[src/rtl/int_alu_pipe_pkg.sv]
// Shared types for the pipelined integer ALU: function/mode encodings and the per-stage record.
// Optional feature macro used by this slice: ALU_PERF_CNT_EN.
`ifndef PHYS_REG_BITS
`define PHYS_REG_BITS 6
`endif

package int_alu_pipe_pkg;

  localparam int PHYS_REG_BITS = `PHYS_REG_BITS;
  localparam int XLEN_MAX      = 64;

  typedef enum logic [3:0] {
    ALU_ADD  = 4'd0,
    ALU_SUB  = 4'd1,
    ALU_AND  = 4'd2,
    ALU_OR   = 4'd3,
    ALU_XOR  = 4'd4,
    ALU_SLT  = 4'd5,
    ALU_SLTU = 4'd6,
    ALU_SLL  = 4'd7,
    ALU_SRL  = 4'd8,
    ALU_SRA  = 4'd9
  } alu_func_t;

  typedef enum logic [1:0] {
    ALU_MODE_NORMAL = 2'd0,
    ALU_MODE_LUI    = 2'd1,
    ALU_MODE_AUIPC  = 2'd2
  } alu_mode_t;

  // Sized for the widest datapath; narrower builds leave the upper result bits at zero.
  typedef struct packed {
    logic                     valid;
    logic [XLEN_MAX-1:0]      result;
    logic [PHYS_REG_BITS-1:0] tag;
    logic                     illegal;
  } alu_stage_t;

endpackage

[src/rtl/int_alu_pipe_if.sv]
// Issue-side and CDB-side handshake bundle for int_alu_pipe.
// master = reservation station / CDB arbiter side, slave = the ALU unit.
interface int_alu_pipe_if
  import int_alu_pipe_pkg::*;
#(
  parameter int XLEN     = 32,
  parameter int TAG_BITS = int_alu_pipe_pkg::PHYS_REG_BITS
);

  logic                issue_valid;
  logic                issue_ready;
  alu_func_t           issue_func;
  alu_mode_t           issue_mode;
  logic [XLEN-1:0]     issue_in1;
  logic [XLEN-1:0]     issue_in2;
  logic [XLEN-1:0]     issue_pc;
  logic [TAG_BITS-1:0] issue_tag;

  logic                cdb_valid;
  logic                cdb_ready;
  logic [XLEN-1:0]     cdb_result;
  logic [TAG_BITS-1:0] cdb_tag;
  logic                cdb_illegal;

  modport master (
    output issue_valid, issue_func, issue_mode, issue_in1, issue_in2, issue_pc, issue_tag,
    input  issue_ready,
    input  cdb_valid, cdb_result, cdb_tag, cdb_illegal,
    output cdb_ready
  );

  modport slave (
    input  issue_valid, issue_func, issue_mode, issue_in1, issue_in2, issue_pc, issue_tag,
    output issue_ready,
    output cdb_valid, cdb_result, cdb_tag, cdb_illegal,
    input  cdb_ready
  );

endinterface

[src/rtl/int_alu_pipe_alu_core.sv]
// Purely combinational ALU datapath: {result, illegal} from func/mode/operands/pc.
module alu_core
  import int_alu_pipe_pkg::*;
#(
  parameter int XLEN = 32
) (
  input  alu_func_t       func,
  input  alu_mode_t       mode,
  input  logic [XLEN-1:0] in1,
  input  logic [XLEN-1:0] in2,
  input  logic [XLEN-1:0] pc,
  output logic [XLEN-1:0] result,
  output logic            illegal
);

  localparam int SHW = $clog2(XLEN);

  logic [SHW-1:0] shamt_s;

  assign shamt_s = in2[SHW-1:0];

  // Operand select by mode, then function decode; undefined encodings yield 0 and flag illegal.
  always_comb begin
    result  = '0;
    illegal = 1'b0;
    case (mode)
      ALU_MODE_LUI:   result = in2;
      ALU_MODE_AUIPC: result = pc + in2;
      ALU_MODE_NORMAL: begin
        case (func)
          ALU_ADD:  result = in1 + in2;
          ALU_SUB:  result = in1 - in2;
          ALU_AND:  result = in1 & in2;
          ALU_OR:   result = in1 | in2;
          ALU_XOR:  result = in1 ^ in2;
          ALU_SLT:  result = {{(XLEN-1){1'b0}}, ($signed(in1) < $signed(in2))};
          ALU_SLTU: result = {{(XLEN-1){1'b0}}, (in1 < in2)};
          ALU_SLL:  result = in1 << shamt_s;
          ALU_SRL:  result = in1 >> shamt_s;
          ALU_SRA:  result = $unsigned($signed(in1) >>> shamt_s);
          default: begin
            result  = '0;
            illegal = 1'b1;
          end
        endcase
      end
      default: begin
        result  = '0;
        illegal = 1'b1;
      end
    endcase
  end

endmodule

[src/rtl/int_alu_pipe.sv]
// Pipelined integer ALU unit: valid/ready issue, STAGES-deep tag-carrying pipe, CDB back-pressure, flush.
// Define ALU_PERF_CNT_EN to add the perf_ops / perf_stall counters.
module int_alu_pipe
  import int_alu_pipe_pkg::*;
#(
  parameter int XLEN     = 32,
  parameter int STAGES   = 2,
  parameter int TAG_BITS = PHYS_REG_BITS
) (
  input  logic          clock,
  input  logic          reset,
  input  logic          flush,
  int_alu_pipe_if.slave bus
`ifdef ALU_PERF_CNT_EN
  ,
  output logic [31:0]   perf_ops,
  output logic [31:0]   perf_stall
`endif
);

  alu_stage_t        stage_r [STAGES];
  alu_stage_t        issue_st_s;
  logic [STAGES-1:0] move_s;
  logic [XLEN-1:0]   core_result_s;
  logic              core_illegal_s;
  logic              cdb_valid_s;
  logic              issue_ready_s;
  logic              accept_s;

  alu_core #(.XLEN(XLEN)) u_core (
    .func    (bus.issue_func),
    .mode    (bus.issue_mode),
    .in1     (bus.issue_in1),
    .in2     (bus.issue_in2),
    .pc      (bus.issue_pc),
    .result  (core_result_s),
    .illegal (core_illegal_s)
  );

  assign cdb_valid_s   = stage_r[STAGES-1].valid & ~flush;
  assign issue_ready_s = ~reset & ~flush & (~stage_r[0].valid | move_s[0]);
  assign accept_s      = bus.issue_valid & issue_ready_s;

  // A stage moves on when the CDB takes it (last stage) or its successor is empty or moving.
  always_comb begin
    move_s           = '0;
    move_s[STAGES-1] = cdb_valid_s & bus.cdb_ready;
    for (int i = STAGES - 2; i >= 0; i--) begin
      move_s[i] = stage_r[i].valid & (~stage_r[i+1].valid | move_s[i+1]);
    end
  end

  // Record that enters stage 0 on an accepted issue.
  always_comb begin
    issue_st_s         = '0;
    issue_st_s.valid   = 1'b1;
    issue_st_s.result  = XLEN_MAX'(core_result_s);
    issue_st_s.tag     = PHYS_REG_BITS'(bus.issue_tag);
    issue_st_s.illegal = core_illegal_s;
  end

  // Stage array: payload loads only on advance; flush clears valids, reset clears everything.
  always_ff @(posedge clock) begin
    if (reset) begin
      for (int i = 0; i < STAGES; i++) begin
        stage_r[i] <= '0;
      end
    end else if (flush) begin
      for (int i = 0; i < STAGES; i++) begin
        stage_r[i].valid <= 1'b0;
      end
    end else begin
      if (accept_s) begin
        stage_r[0] <= issue_st_s;
      end else if (move_s[0]) begin
        stage_r[0].valid <= 1'b0;
      end
      for (int i = 1; i < STAGES; i++) begin
        if (move_s[i-1]) begin
          stage_r[i] <= stage_r[i-1];
        end else if (move_s[i]) begin
          stage_r[i].valid <= 1'b0;
        end
      end
    end
  end

  assign bus.issue_ready = issue_ready_s;
  assign bus.cdb_valid   = cdb_valid_s;
  assign bus.cdb_result  = stage_r[STAGES-1].result[XLEN-1:0];
  assign bus.cdb_tag     = stage_r[STAGES-1].tag[TAG_BITS-1:0];
  assign bus.cdb_illegal = stage_r[STAGES-1].illegal;

`ifdef ALU_PERF_CNT_EN
  logic [31:0] perf_ops_r;
  logic [31:0] perf_stall_r;

  // Handshake and stall counters; survive flush, wrap naturally at 2^32.
  always_ff @(posedge clock) begin
    if (reset) begin
      perf_ops_r   <= 32'd0;
      perf_stall_r <= 32'd0;
    end else begin
      if (cdb_valid_s & bus.cdb_ready) begin
        perf_ops_r <= perf_ops_r + 32'd1;
      end
      if (cdb_valid_s & ~bus.cdb_ready) begin
        perf_stall_r <= perf_stall_r + 32'd1;
      end
    end
  end

  assign perf_ops   = perf_ops_r;
  assign perf_stall = perf_stall_r;
`endif

endmodule
[src/flat_wrapper.sv]
// flat-port wrapper written by rule: the top's interface ports become plain ports
module int_alu_pipe_flat import int_alu_pipe_pkg::*;
#(
  parameter int XLEN     = 32,
  parameter int STAGES   = 2,
  parameter int TAG_BITS = PHYS_REG_BITS
)
  (clock, reset, flush, bus_issue_valid, bus_issue_func, bus_issue_mode, bus_issue_in1, bus_issue_in2, bus_issue_pc, bus_issue_tag, bus_issue_ready, bus_cdb_valid, bus_cdb_result, bus_cdb_tag, bus_cdb_illegal, bus_cdb_ready);
  int_alu_pipe_if #(.XLEN(XLEN), .TAG_BITS(TAG_BITS)) bus_i ();
  input  logic clock;
  input  logic reset;
  input  logic flush;
  input wire logic [$bits(bus_i.issue_valid)-1:0] bus_issue_valid;
  input wire logic [$bits(bus_i.issue_func)-1:0] bus_issue_func;
  input wire logic [$bits(bus_i.issue_mode)-1:0] bus_issue_mode;
  input wire logic [$bits(bus_i.issue_in1)-1:0] bus_issue_in1;
  input wire logic [$bits(bus_i.issue_in2)-1:0] bus_issue_in2;
  input wire logic [$bits(bus_i.issue_pc)-1:0] bus_issue_pc;
  input wire logic [$bits(bus_i.issue_tag)-1:0] bus_issue_tag;
  output wire logic [$bits(bus_i.issue_ready)-1:0] bus_issue_ready;
  output wire logic [$bits(bus_i.cdb_valid)-1:0] bus_cdb_valid;
  output wire logic [$bits(bus_i.cdb_result)-1:0] bus_cdb_result;
  output wire logic [$bits(bus_i.cdb_tag)-1:0] bus_cdb_tag;
  output wire logic [$bits(bus_i.cdb_illegal)-1:0] bus_cdb_illegal;
  input wire logic [$bits(bus_i.cdb_ready)-1:0] bus_cdb_ready;
  assign bus_i.issue_valid = bus_issue_valid;
  assign bus_i.issue_func = bus_issue_func;
  assign bus_i.issue_mode = bus_issue_mode;
  assign bus_i.issue_in1 = bus_issue_in1;
  assign bus_i.issue_in2 = bus_issue_in2;
  assign bus_i.issue_pc = bus_issue_pc;
  assign bus_i.issue_tag = bus_issue_tag;
  assign bus_issue_ready = bus_i.issue_ready;
  assign bus_cdb_valid = bus_i.cdb_valid;
  assign bus_cdb_result = bus_i.cdb_result;
  assign bus_cdb_tag = bus_i.cdb_tag;
  assign bus_cdb_illegal = bus_i.cdb_illegal;
  assign bus_i.cdb_ready = bus_cdb_ready;
  int_alu_pipe #(.XLEN(XLEN), .STAGES(STAGES), .TAG_BITS(TAG_BITS)) u_core (.clock(clock), .reset(reset), .flush(flush), .bus(bus_i));
endmodule
[config.mk]
export PLATFORM = sky130hd
export DESIGN_NAME = int_alu_pipe_flat
export DESIGN_NICKNAME = d
export VERILOG_FILES = /design/src/rtl/int_alu_pipe_pkg.sv /design/src/rtl/int_alu_pipe_if.sv /design/src/rtl/int_alu_pipe_alu_core.sv /design/src/rtl/int_alu_pipe.sv /design/src/flat_wrapper.sv
export SDC_FILE = /design/constraint.sdc
export NUM_CORES = 1
export LEC_CHECK = 0
export ABC_CLOCK_PERIOD_IN_PS = 6100
export BUFFER_PORTS_ARGS = -buffer_cell sky130_fd_sc_hd__buf_2
export CAP_MARGIN = 30
export CORE_MARGIN = 4
export CORE_UTILIZATION = 30
export CTS_CLUSTER_SIZE = 8
export DETAILED_ROUTE_END_ITERATION = 16
export SLEW_MARGIN = 40
export SYNTH_ARGS = -nofsm -noshare
export SYNTH_HDL_FRONTEND = slang
export SYNTH_SLANG_ARGS = --single-unit
[constraint.sdc]
create_clock -name clock -period 6.1 [get_ports clock]
set_clock_uncertainty 0.2 [all_clocks]
set_input_delay 0.61 -clock clock [delete_from_list [all_inputs] [get_ports clock]]
set_output_delay 0.61 -clock clock [all_outputs]
set_load 0.01 [all_outputs]
Yosys cells after proc, flatten, opt, wreduce, memory -nomap -nowiden
Memories as Yosys holds them, arrays and structs flattened. Index checks and enable logic that the tools add are counted. Widths: inputs -> output; s select.

Latch bits: 0. ROM bits: 0. Bits in writable memories: 144. Output and inout port bits: 41. Register bits after elaboration: 0. Memories: 1. Logic and storage cells: 81.

Reduce and logical (&&, ||, !) cells: 4. Bitwise operators: 23. Muxes and demuxes: 34. Shift-type cells: 3. Divide/modulo/power cells: 0. Equality and inequality tests: 11. $lt $le $gt $ge: 2. Add/sub/neg operators: 3. $mul: 0.

Memory list: u_core.stage_r (depth 2, bits a word 72, read ports 2, clocked after Yosys merged registers in 0, write ports 2, RTL line int_alu_pipe.sv:21) `alu_stage_t stage_r [STAGES];`.

Operators by type and width (number): $pmux 32 s10 (1); $mux 71 (2); $pmux 32 s3 (1); $add 32x32->32 (2); $lt 32x32->1 (2); $and 32x32->32 (1); $or 32x32->32 (1); $shl 32x5->32 (1); $shr 32x5->32 (1); $sshr 32x5->32 (1); $sub 32x32->32 (1); $xor 32x32->32 (1); $mux 1 (29); $eq 4x3->1 const B (4); $or 1x1->1 (10); $reduce_or 10->1 (1); $eq 4x2->1 const B (2); $eq 4x4->1 const B (2); $and 1x1->1 (6); $eq 4x1->1 const B (1); $logic_not 4->1 (1); $not 1->1 (4); $eq 2x1->1 const B (1); $eq 2x2->1 const B (1); other kinds (3) (3).

Longest topological paths before layout
Depth after elaboration: 14. Mapped depth: 15. Mapped depth without buffers: 14.

Modules after synthesis
From an unflattened synthesis, not the netlist that was laid out.

Cell total of the unflattened synthesis: 1908. Area total of the unflattened synthesis: 15168.3 µm².

Modules (own cells, without submodules): alu_core (area each 10960.5 µm², times used 1, cells an instance 1594); int_alu_pipe (area each 4207.8 µm², times used 1, cells an instance 314).

Worst setup path before layout
No wires, ideal clock.

Path type: input port to flip-flop. Start point: input bus_issue_in2[2]. End point: memory u_core.stage_r[0][36] in the netlist's numbering, data pin. Cell stages on the path: 15. Data required time: 5.635 ns. Path slack: 1.663 ns. Data arrival time: 3.972 ns. Path through: inv_1 > buf_1 > clkbuf_1 > buf_1 > ha_1 > nand2b_1 > o211ai_1 > a31oi_1 > o31a_1 > a41o_1 > a211o_1 > xnor2_1 > a21oi_1 > a21oi_1 > or3_1.

RTL lines: start, declared (RTL line flat_wrapper.sv:17) `input wire logic [$bits(bus_i.issue_in2)-1:0] bus_issue_in2;`; end, declared (RTL line int_alu_pipe.sv:21).

==> results.ini <==
[power]
switching_power_uw=950
finalPower_uw=2300
intPower_uw=1350
comb_power_share=0.489
peakVddDrop_v=0.000153
clkPwrFrac=0.228
power.density_mw_per_mm2=155
p_sw_frac=0.414
pwr-share-seq=0.284
p_leak_uw=0.00609

[finish]
layout.nets=1975
top_regs=u_core.stage_r (80)
drive_gt1_frac=0.167
largest_register_ffs=80
multi_input_area_mm2=0.0100
area_growth_pct=9.79
fillCellCount=4787
largest_register=u_core.stage_r
ff_latch_area_mm2=0.00239

[synth]
syn_area_mm2=0.0135
synth_top_family_by_area=compound AO/OA/AOI/OAI gates
synth.top_cell.area_share=0.176
syn_inst=1689
synthXorXnorAreaFrac=0.0311
synth-seq-cells=80
yosys_warnings=0
synth_simple_gate_area_share=0.187
synth-adder-area-share=0.127
syn-num-nets=1937
synth_edf_count=79
yosys-top-cells-area=edfxtp_1 (18%), ha_1 (12%), mux4_2 (9.3%)
synth_cell_types=80
yosys.area.top_type=edfxtp_1
synth_compound_area_frac=0.264
seq_area_frac_synth=0.177
synth_flop_cell=edfxtp_1
synthArstFlopShare=0
synth.mux.area_fraction=0.128
synth.avg_cell_area_um2=7.99

[sta]
hold_violations=0
relSlewSlack=0.351
fmaxAchievable_mhz=213
setup_tns_ps=0
post-route-period-util=0.769
rsz0062_at_grt=no
worstMarginPinSlew_ps=967
setup_viol=0
holdWs_ps=274
layout_min_cycle_time_ps=4690
slew_violations=0

[setup_path]
critical_path.max_fanout=20
worstSetupPathType=in2reg
crit_path_frequent_cell=o211ai_1
worst_ep_arrival_time_ps=4590
required_ps=6000
crit_chain=buf_2 > inv_1 > ha_1 > o21bai_1 > o211ai_1 > a31oi_1 > o31a_1 > a41o_1 > a211o_1 > a221o_1 > o211ai_1 > o22ai_1 > o2bb2ai_1
endpoint_kind=flop
max_stage_delay_ps=500
r2r_start=u_core.stage_r[1][71]
r2r_slack_ps=3180
cp_slowest_cell=ha_1
start_kind=primary input
r2r_end=u_core.stage_r[0][36]
ff2ff_path_depth=7

[route]
drc=0
via_per_inst=5.89
route.vias.total=13700
wl_um=54200
dr.pass1.iters=6
wl_per_cell_um=23.3
ant_nets=0
drt_first_iter_violations=1550

[placement]
gp_congestion=0.944
port_buffers=153
place_hpwl_um=42900

[clock_tree]
numCtsBuffers=9
root_buffer=clkbuf_16
clk_latency_ps=350
cts_hold_buf=0
clockBufferDepth=2
ctsResizeCount=0
clkSinkCount=80
post-cts-setup-buffer-count=0
tritoncts=done
cts_max_level=3
clk_pin_slew_ps=70

[floorplan]
core_area_mm2=0.0443
fp-row-count=77
die_w_um=220
io-pin-count=154
initial_utilization=0.305
die_area_mm2=0.0485
die_h_um=220

[global_routing]
grt_max_degree=73
grt_pass1_vias=13100
grtUsageTotal=0.217
grt_pass1_wl_um=81500
grt_overflow_total=0
antenna_found_initial=3

[min_path]
hp-class=in2reg
whs_path_depth=2
hold_end=u_core.stage_r[1][71]
min_from=flush

[flow_run]
cap_violations=0

[status]
outcome=finished clean

-- synthesized netlist by cell type, types with 4 or more instances --
library cell and count:
buf_4 42, buf_2 18, and3_1 15, clkbuf_1 82
o21bai_1 11, a211o_1 9, o22ai_1 13, mux2i_1 35
a211oi_1 29, o211ai_1 24, nor4_1 10, nor2b_1 16
o21ai_0 96, xnor2_1 36, nor3_1 40, o31ai_1 14
o221ai_1 9, a222oi_1 8, mux2_2 10, o21a_1 11
xor2_1 12, nand2_1 98, a31oi_1 28, nor3b_1 4
edfxtp_1 79, nand4_1 7, a311oi_1 8, a21o_1 18
nor2_1 201, or3_1 16, and2_1 56, ha_1 132
inv_1 108, nand3_1 37, a22oi_1 36, mux4_2 56
a2111oi_0 5, o41ai_1 6, a21oi_1 147, buf_1 11
nand2b_1 17, a221oi_1 13
-- metrics by stage --
step | setup slack [ps] | cells | utilization | area, um2
after detailed placement | 1110 | 2308 | 0.328 | 14500
after floorplan | 1660 | 1689 | - | 13500
after global routing | 1180 | 2325 | 0.334 | 14800
after global placement | 1160 | 2306 | 0.327 | 14500
after CTS | 1510 | 2324 | 0.334 | 14800
final | 1410 | 2326 | 0.335 | 14800
-- critical path: cells and delay by family --
family | cells | cell delay (ps)
AOI/OAI and AO/OA | 10 | 2570
buffers and inverters | 2 | 900
adders and majority gates | 1 | 500
-- worst max path at each step --
stage                                  endpoint  slack, ps  cells after the start             start
final                     u_core.stage_r[0][38]       1410                     13  bus_issue_in2[1]
after detailed placement  u_core.stage_r[0][36]       1110                     13  bus_issue_in2[1]
after global routing      u_core.stage_r[0][38]       1180                     13  bus_issue_in2[1]
after CTS                 u_core.stage_r[0][36]       1510                     13  bus_issue_in2[1]
after floorplan           u_core.stage_r[0][36]       1660                     15  bus_issue_in2[2]
after global placement    u_core.stage_r[0][36]       1160                     13  bus_issue_in2[1]
-- kinds of logic after synthesis --
group | Yosys count
AOI/OAI and AO/OA | 532
DFF | 80
xor gates and xnor gates | 48
and+or+nand+nor | 532
muxes | 101
adders and majority gates | 135
buffers and inverters | 261
-- layout make-up --
class                           count  area share
Clock buffer                        9      0.0152
Sequential cell                    80       0.161
Inverter                          108      0.0273
Clock inverter                      7     0.00414
Antenna cell                        2    0.000338
Multi-Input combinational cell   1348       0.675
Tap cell                          592      0.0500
Timing Repair Buffer              180      0.0665
-- placed cells by master (no fill, tap or decap), drive strengths merged, types with 17 or more instances in the layout --
cell type    n
a21oi      148
nor3        40
nand2       98
o21ai       97
a31oi       30
edfxtp      79
inv        112
ha         132
and2        56
nand2b      17
nor2       201
mux2i       35
o211ai      25
a21o        18
nand3       37
buf        180
a22oi       36
a211oi      29
xnor2       36
mux4        56
-- metal layers --
layer  share of wire  track usage  vias to the layer above  routed length, um
met2            0.45        0.350                      625              24400
met1            0.45        0.313                     6675              24200
met3           0.082       0.0273                       65               4430
met4           0.021       0.0484                        2               1110
met5         0.00024            0                        -                 13
li1                -            -                     6331                  -
-- power by group through the flow --
stage	Combinational [uW]	Clock (uW)	Sequential [uW]
final	1120	523	651
after global routing	1220	560	654
after CTS	1110	537	652
after detailed placement	1100	0	664
after global placement	1090	0	664
after floorplan	767	0	661
No activity file was read; power rests on OpenSTA's default activity.
